`config.mk`:
```
export PLATFORM = sky130hd
export DESIGN_NAME = imem_boot_loader
export DESIGN_NICKNAME = d
export VERILOG_FILES = /design/src/rtl/imem_boot_loader_pkg.sv /design/src/rtl/imem_boot_loader_byte_word_assembler.sv /design/src/rtl/imem_boot_loader.sv
export SDC_FILE = /design/constraint.sdc
export NUM_CORES = 1
export LEC_CHECK = 0
export ABC_AREA = 1
export CORE_UTILIZATION = 38
export DETAILED_ROUTE_END_ITERATION = 7
export PLACE_DENSITY = 0.71
export SYNTH_ARGS = -nofsm -noshare
export SYNTH_HDL_FRONTEND = slang
export SYNTH_HIERARCHICAL = 1
export SYNTH_SLANG_ARGS = --single-unit
```
`constraint.sdc`:
```
create_clock -name clock -period 2.3 [get_ports clock]
set_clock_uncertainty 0.15 [all_clocks]
set_input_delay 0.575 -clock clock [delete_from_list [all_inputs] [get_ports clock]]
set_output_delay 0.575 -clock clock [all_outputs]
set_load 0.01 [all_outputs]
```
`src/rtl/imem_boot_loader_pkg.sv`:
```
// imem_boot_loader_pkg: shared loader state, word geometry and defaults
package imem_boot_loader_pkg;
    typedef enum logic [2:0] {
        S_LEN_HI,
        S_LEN_LO,
        S_DATA,
        S_CHECK,
        S_DONE,
        S_ERROR
    } state_t;
    localparam int WORD_BYTES = 4;
    localparam int DEF_MAX_WORDS = 64;
    localparam logic [31:0] DEF_ADDR_BASE = 32'h0000_0000;
endpackage

```
`src/rtl/imem_boot_loader_byte_word_assembler.sv`:
```
// imem_boot_loader_byte_word_assembler: MSB-first byte to 32-bit word packer
module imem_boot_loader_byte_word_assembler (
    input  logic        clk,
    input  logic        rst,
    input  logic        clr,
    input  logic [7:0]  byte_in,
    input  logic        strobe,
    output logic [1:0]  byte_idx,
    output logic        word_valid,
    output logic [31:0] word
);
    logic [23:0] sh_q, sh_d;
    logic [31:0] word_q, word_d;
    logic [1:0]  idx_q, idx_d;
    logic        valid_q, valid_d;

    always_comb begin
        sh_d    = strobe ? {sh_q[15:0], byte_in} : sh_q;
        idx_d   = clr ? 2'd0 : strobe ? idx_q + 2'd1 : idx_q;
        valid_d = !clr && strobe && idx_q == 2'd3;
        word_d  = valid_d ? {sh_q, byte_in} : word_q;
    end

    always_ff @(posedge clk) begin
        if (rst) begin
            sh_q    <= '0;
            word_q  <= '0;
            idx_q   <= '0;
            valid_q <= 1'b0;
        end else begin
            sh_q    <= sh_d;
            word_q  <= word_d;
            idx_q   <= idx_d;
            valid_q <= valid_d;
        end
    end

    assign byte_idx   = idx_q;
    assign word_valid = valid_q;
    assign word       = word_q;
endmodule

```
`src/rtl/imem_boot_loader.sv`:
```
// imem_boot_loader: framed byte-stream program loader feeding instruction memory
module imem_boot_loader
    import imem_boot_loader_pkg::*;
#(
    parameter int          MAX_WORDS = DEF_MAX_WORDS,
    parameter logic [31:0] ADDR_BASE = DEF_ADDR_BASE
) (
    input  logic        clock,
    input  logic        reset_global,
    input  logic [7:0]  in_data,
    input  logic        in_valid,
    output logic        in_ready,
    input  logic        reload,
    output logic        imem_we,
    output logic [31:0] imem_addr,
    output logic [31:0] imem_wdata,
    output logic        cpu_reset,
    output logic        done,
    output logic        error,
    output logic [15:0] words_loaded
);
    state_t      state_q, state_d;
    logic [7:0]  len_hi_q, len_hi_d, chk_q, chk_d;
    logic [15:0] n_q, n_d, wl_q, wl_d, n_in;
    logic [31:0] addr_q, addr_d;
    logic        done_q, done_d, error_q, error_d;
    logic        cpu_reset_q, cpu_reset_d, in_ready_q, in_ready_d;
    logic        xfer, strobe, reload_ok;
    logic [1:0]  byte_idx;

    assign xfer      = in_valid && in_ready_q;
    assign strobe    = xfer && state_q == S_DATA;
    assign reload_ok = reload && (state_q == S_DONE || state_q == S_ERROR);
    assign n_in      = {len_hi_q, in_data};

    imem_boot_loader_byte_word_assembler u_asm (
        .clk        (clock),
        .rst        (reset_global),
        .clr        (reload_ok),
        .byte_in    (in_data),
        .strobe     (strobe),
        .byte_idx   (byte_idx),
        .word_valid (imem_we),
        .word       (imem_wdata)
    );

    always_comb begin
        state_d  = state_q;
        len_hi_d = len_hi_q;
        chk_d    = chk_q;
        n_d      = n_q;
        wl_d     = wl_q;
        addr_d   = addr_q;
        if (reload_ok) begin
            state_d = S_LEN_HI;
            chk_d   = '0;
            wl_d    = '0;
        end else if (xfer) begin
            case (state_q)
                S_LEN_HI: begin
                    len_hi_d = in_data;
                    chk_d    = chk_q ^ in_data;
                    state_d  = S_LEN_LO;
                end
                S_LEN_LO: begin
                    chk_d   = chk_q ^ in_data;
                    n_d     = n_in;
                    state_d = n_in > 16'(MAX_WORDS) ? S_ERROR : n_in == 16'd0 ? S_CHECK : S_DATA;
                end
                S_DATA: begin
                    chk_d = chk_q ^ in_data;
                    if (byte_idx == 2'd3) begin
                        wl_d    = wl_q + 16'd1;
                        addr_d  = ADDR_BASE + 32'(wl_q) * 32'(WORD_BYTES);
                        state_d = wl_d == n_q ? S_CHECK : S_DATA;
                    end
                end
                S_CHECK: state_d = in_data == chk_q ? S_DONE : S_ERROR;
                default: state_d = state_q;
            endcase
        end
        done_d      = state_d == S_DONE;
        error_d     = state_d == S_ERROR;
        cpu_reset_d = state_d != S_DONE;
        in_ready_d  = !(done_d || error_d);
    end

    always_ff @(posedge clock) begin
        if (reset_global) begin
            state_q     <= S_LEN_HI;
            len_hi_q    <= '0;
            chk_q       <= '0;
            n_q         <= '0;
            wl_q        <= '0;
            addr_q      <= ADDR_BASE;
            done_q      <= 1'b0;
            error_q     <= 1'b0;
            cpu_reset_q <= 1'b1;
            in_ready_q  <= 1'b1;
        end else begin
            state_q     <= state_d;
            len_hi_q    <= len_hi_d;
            chk_q       <= chk_d;
            n_q         <= n_d;
            wl_q        <= wl_d;
            addr_q      <= addr_d;
            done_q      <= done_d;
            error_q     <= error_d;
            cpu_reset_q <= cpu_reset_d;
            in_ready_q  <= in_ready_d;
        end
    end

    assign in_ready     = in_ready_q;
    assign imem_addr    = addr_q;
    assign cpu_reset    = cpu_reset_q;
    assign done         = done_q;
    assign error        = error_q;
    assign words_loaded = wl_q;
endmodule

```
==> qor.csv <==
metric,value,unit
status,"complete, but fails checks",
failing checks,design-rule violations,
"EDFF count, synth",0,
Starting Density,39.3,%
layout cells sized above 1,8.61,%
Synth Area per Inst,7.05,sq um
setup slack after layout,0.0710,ns
GPL Wtd Cong,0.854,
GRT busiest layer,met2,
IO Port Bufs,80,
Cell variety after synth,30,
min Tclk post-route,2.23,ns
Worst R2R Setup Slack,0.27,ns
ys async rst share,0,%
MaxCap Viol Count,0,
"Buf+Inv Stages, Crit Path",1,
first-pass GRT wire length,23900,um
setup slack after placement,-0.0424,ns
# IOs,97,
std cell rows,44,
met1 Track Usage GR,24.2,%
CTS tree,built,
Final Instance Area,0.00753,sq mm
Post-CTS Hold Fix Bufs,0,
"Remaining Overflow, GRT",0,
Worst IR Drop VDD,0.493,mV
hpwl dp,9530,um
Final Hold Viols,0,
Slew Limit Fails,0,
core box area,0.0147,sq mm
CP required,1.57,ns
htree depth,4,
Crit. End Element,output port,
YS warnings,6,
Max Root-Sink Buffers,2,
initial drt markers,318,
final core occ,51.2,%
Area growth syn-to-layout,30.4,%
post-route antenna net violation count,0,
worst skew pair latency,0.42,ns
die height,125,um
post-place instance area,0.00688,sq mm
ordered list of cells on the worst path,clkdlybuf4s50_1,
fmax,449,MHz
antenna violations before repair,0,
CTS clock-pin slew for the worst setup and hold paths,0.05,ns
register area share after synthesis,45.1,%
Die Area,0.0157,sq mm
antenna fix cells,0,
Syn Inst Count,819,
Hold/Removal Path Class,reg -> reg,
cell with the biggest individual delay on the critical path,clkdlybuf4s50_1,
CTS Sinks,130,
Mapped Area,0.00577,sq mm
fill count,1413,
crit path kind,reg -> out,
Avg Vias per Cell,4.68,
ys flop type,dfxtp_1,
cts bufs inserted,17,
unrepaired setup endpoints after global routing,false,
Residual DRC,4,
fin crit share,96.9,%
met2 GRT Util,30.0,%
total track usage,18.9,%
die width,125,um
largest net degree at the start of global routing,47,
Crit Path Max Fanout,6,
Final setup viols,0,
Leakage Power,3.47,nW
vias in the first global route,4972,
Crit path max-delay family,buffers and inverters,
Max stage delay on crit path,0.60,ns
GR Layer Usage met3,5.48,%
critical path launch point type,flop,
Final nets,931,
DRT Pass-1 Iters,8,
post-DR wirelength/cell,12.5,um
final WL,13900,um
total negative slack,0,ns
DR vias,5209,
Hold Slack,0.314,ns
Pwr Density,752,mW/mm^2
WP data arrival,1.50,ns
register bit total from synthesis,130,
root buffer cell,clkbuf_16,
## power breakdown
part / switching [mW] / total, mW / internal [mW]
clock: 0.976 / 2.87 / 1.89
sequential: 0.0461 / 2.37 / 2.33
combinational: 0.250 / 0.419 / 0.169
total: 1.27 / 5.66 / 4.39
## cell usage in the layout (no fill, tap or decap), types with 2 or more instances in the layout
master             n
a211oi_1          36
a21oi_1           28
buf_12             5
buf_4             30
bufinv_16          4
clkbuf_1           2
clkbuf_16         17
clkbuf_8           3
clkdlybuf4s50_1   80
clkinv_2           2
clkinvlp_4         2
conb_1            16
dfxtp_1          129
inv_1             95
nand2_1          167
nand2_2            4
nand3_1           28
nand3_2            2
nand3b_1           2
nand4_1           11
nor2_1           183
nor2_2             2
nor2_4             2
nor2_8             2
nor3_1             5
nor4_1             2
o211ai_1           2
o21ai_0           50
xnor2_1            7
xor2_1             2
## synthesized netlist by cell type, types with 2 or more instances
library cell / n / share of area (%)
nand3_2: 3 / 0.52
buf_4: 20 / 2.6
xor2_1: 2 / 0.30
nor3_1: 5 / 0.43
nor2_8: 2 / 0.69
dfxtp_1: 130 / 45
o211ai_1: 2 / 0.26
clkbuf_1: 19 / 1.2
nor2_4: 2 / 0.39
buf_6: 3 / 0.59
inv_1: 95 / 6.2
nand3b_1: 2 / 0.26
nor2_1: 183 / 12
nand3_1: 28 / 2.4
a21oi_1: 28 / 2.4
xnor2_1: 7 / 1.1
ha_1: 2 / 0.43
buf_2: 10 / 0.87
nor4_1: 2 / 0.22
a211oi_1: 36 / 4.7
nand2_1: 167 / 11
nand2_2: 4 / 0.43
nand4_1: 11 / 1.2
o21ai_0: 50 / 4.3
## kinds of logic after synthesis
family | Yosys count | synth area share (%)
xor gates and xnor gates | 9 | 1.37
buffers and inverters | 148 | 11.5
DFF | 130 | 45.1
AOI/OAI and AO/OA | 118 | 11.9
adders and majority gates | 2 | 0.433
and+or+nand+nor | 411 | 29.6
other | 1 | 0.0650
## state kept, by name, summed over array words and instances (netlist names), 2 cells and up
register,count
u_asm/sh_q,24
chk_q,8
u_asm/byte_idx,2
n_q,16
u_asm/word,32
len_hi_q,8
words_loaded,16
state_q,3
imem_addr,16
## routing by layer
| metal | vias up | routed length, um |
|---|---|---|
| li1 | 2755 | - |
| met1 | 2280 | 6630 |
| met2 | 142 | 6250 |
| met3 | 32 | 668 |
| met4 | 0 | 333 |
| met5 | - | 0 |
## final timing paths
path,from,end,cells past startpoint
worst max-delay path,words_loaded[3],words_loaded[3],1
worst min-delay path,imem_addr[3],imem_addr[3],2
worst max register to register,words_loaded[3],state_q[0],14
worst min register to register,imem_addr[3],imem_addr[3],2
## through the flow
stage                     power [mW]  cells
after floorplan                 2.69    834
after global placement          2.83   1081
after detailed placement        2.84   1081
after CTS                       5.70   1112
after global routing            5.88   1113
final                           5.66   1113
## final cells by class
cell class	instances	area [sq um]	area share [%]
sequential	130	2600	34.6
multi-input combinational	557	2580	34.2
timing repair buffer	115	1130	15.0
clock buffer	22	474	6.30
inverter	96	360	4.79
tap	184	230	3.06
clock inverter	9	154	2.04
## timing repair
action                     CTS  global route
gates resized for setup      0             3
setup buffers                0             0
setup endpoints to repair    0             5
Power figures use the tool's default switching activity.
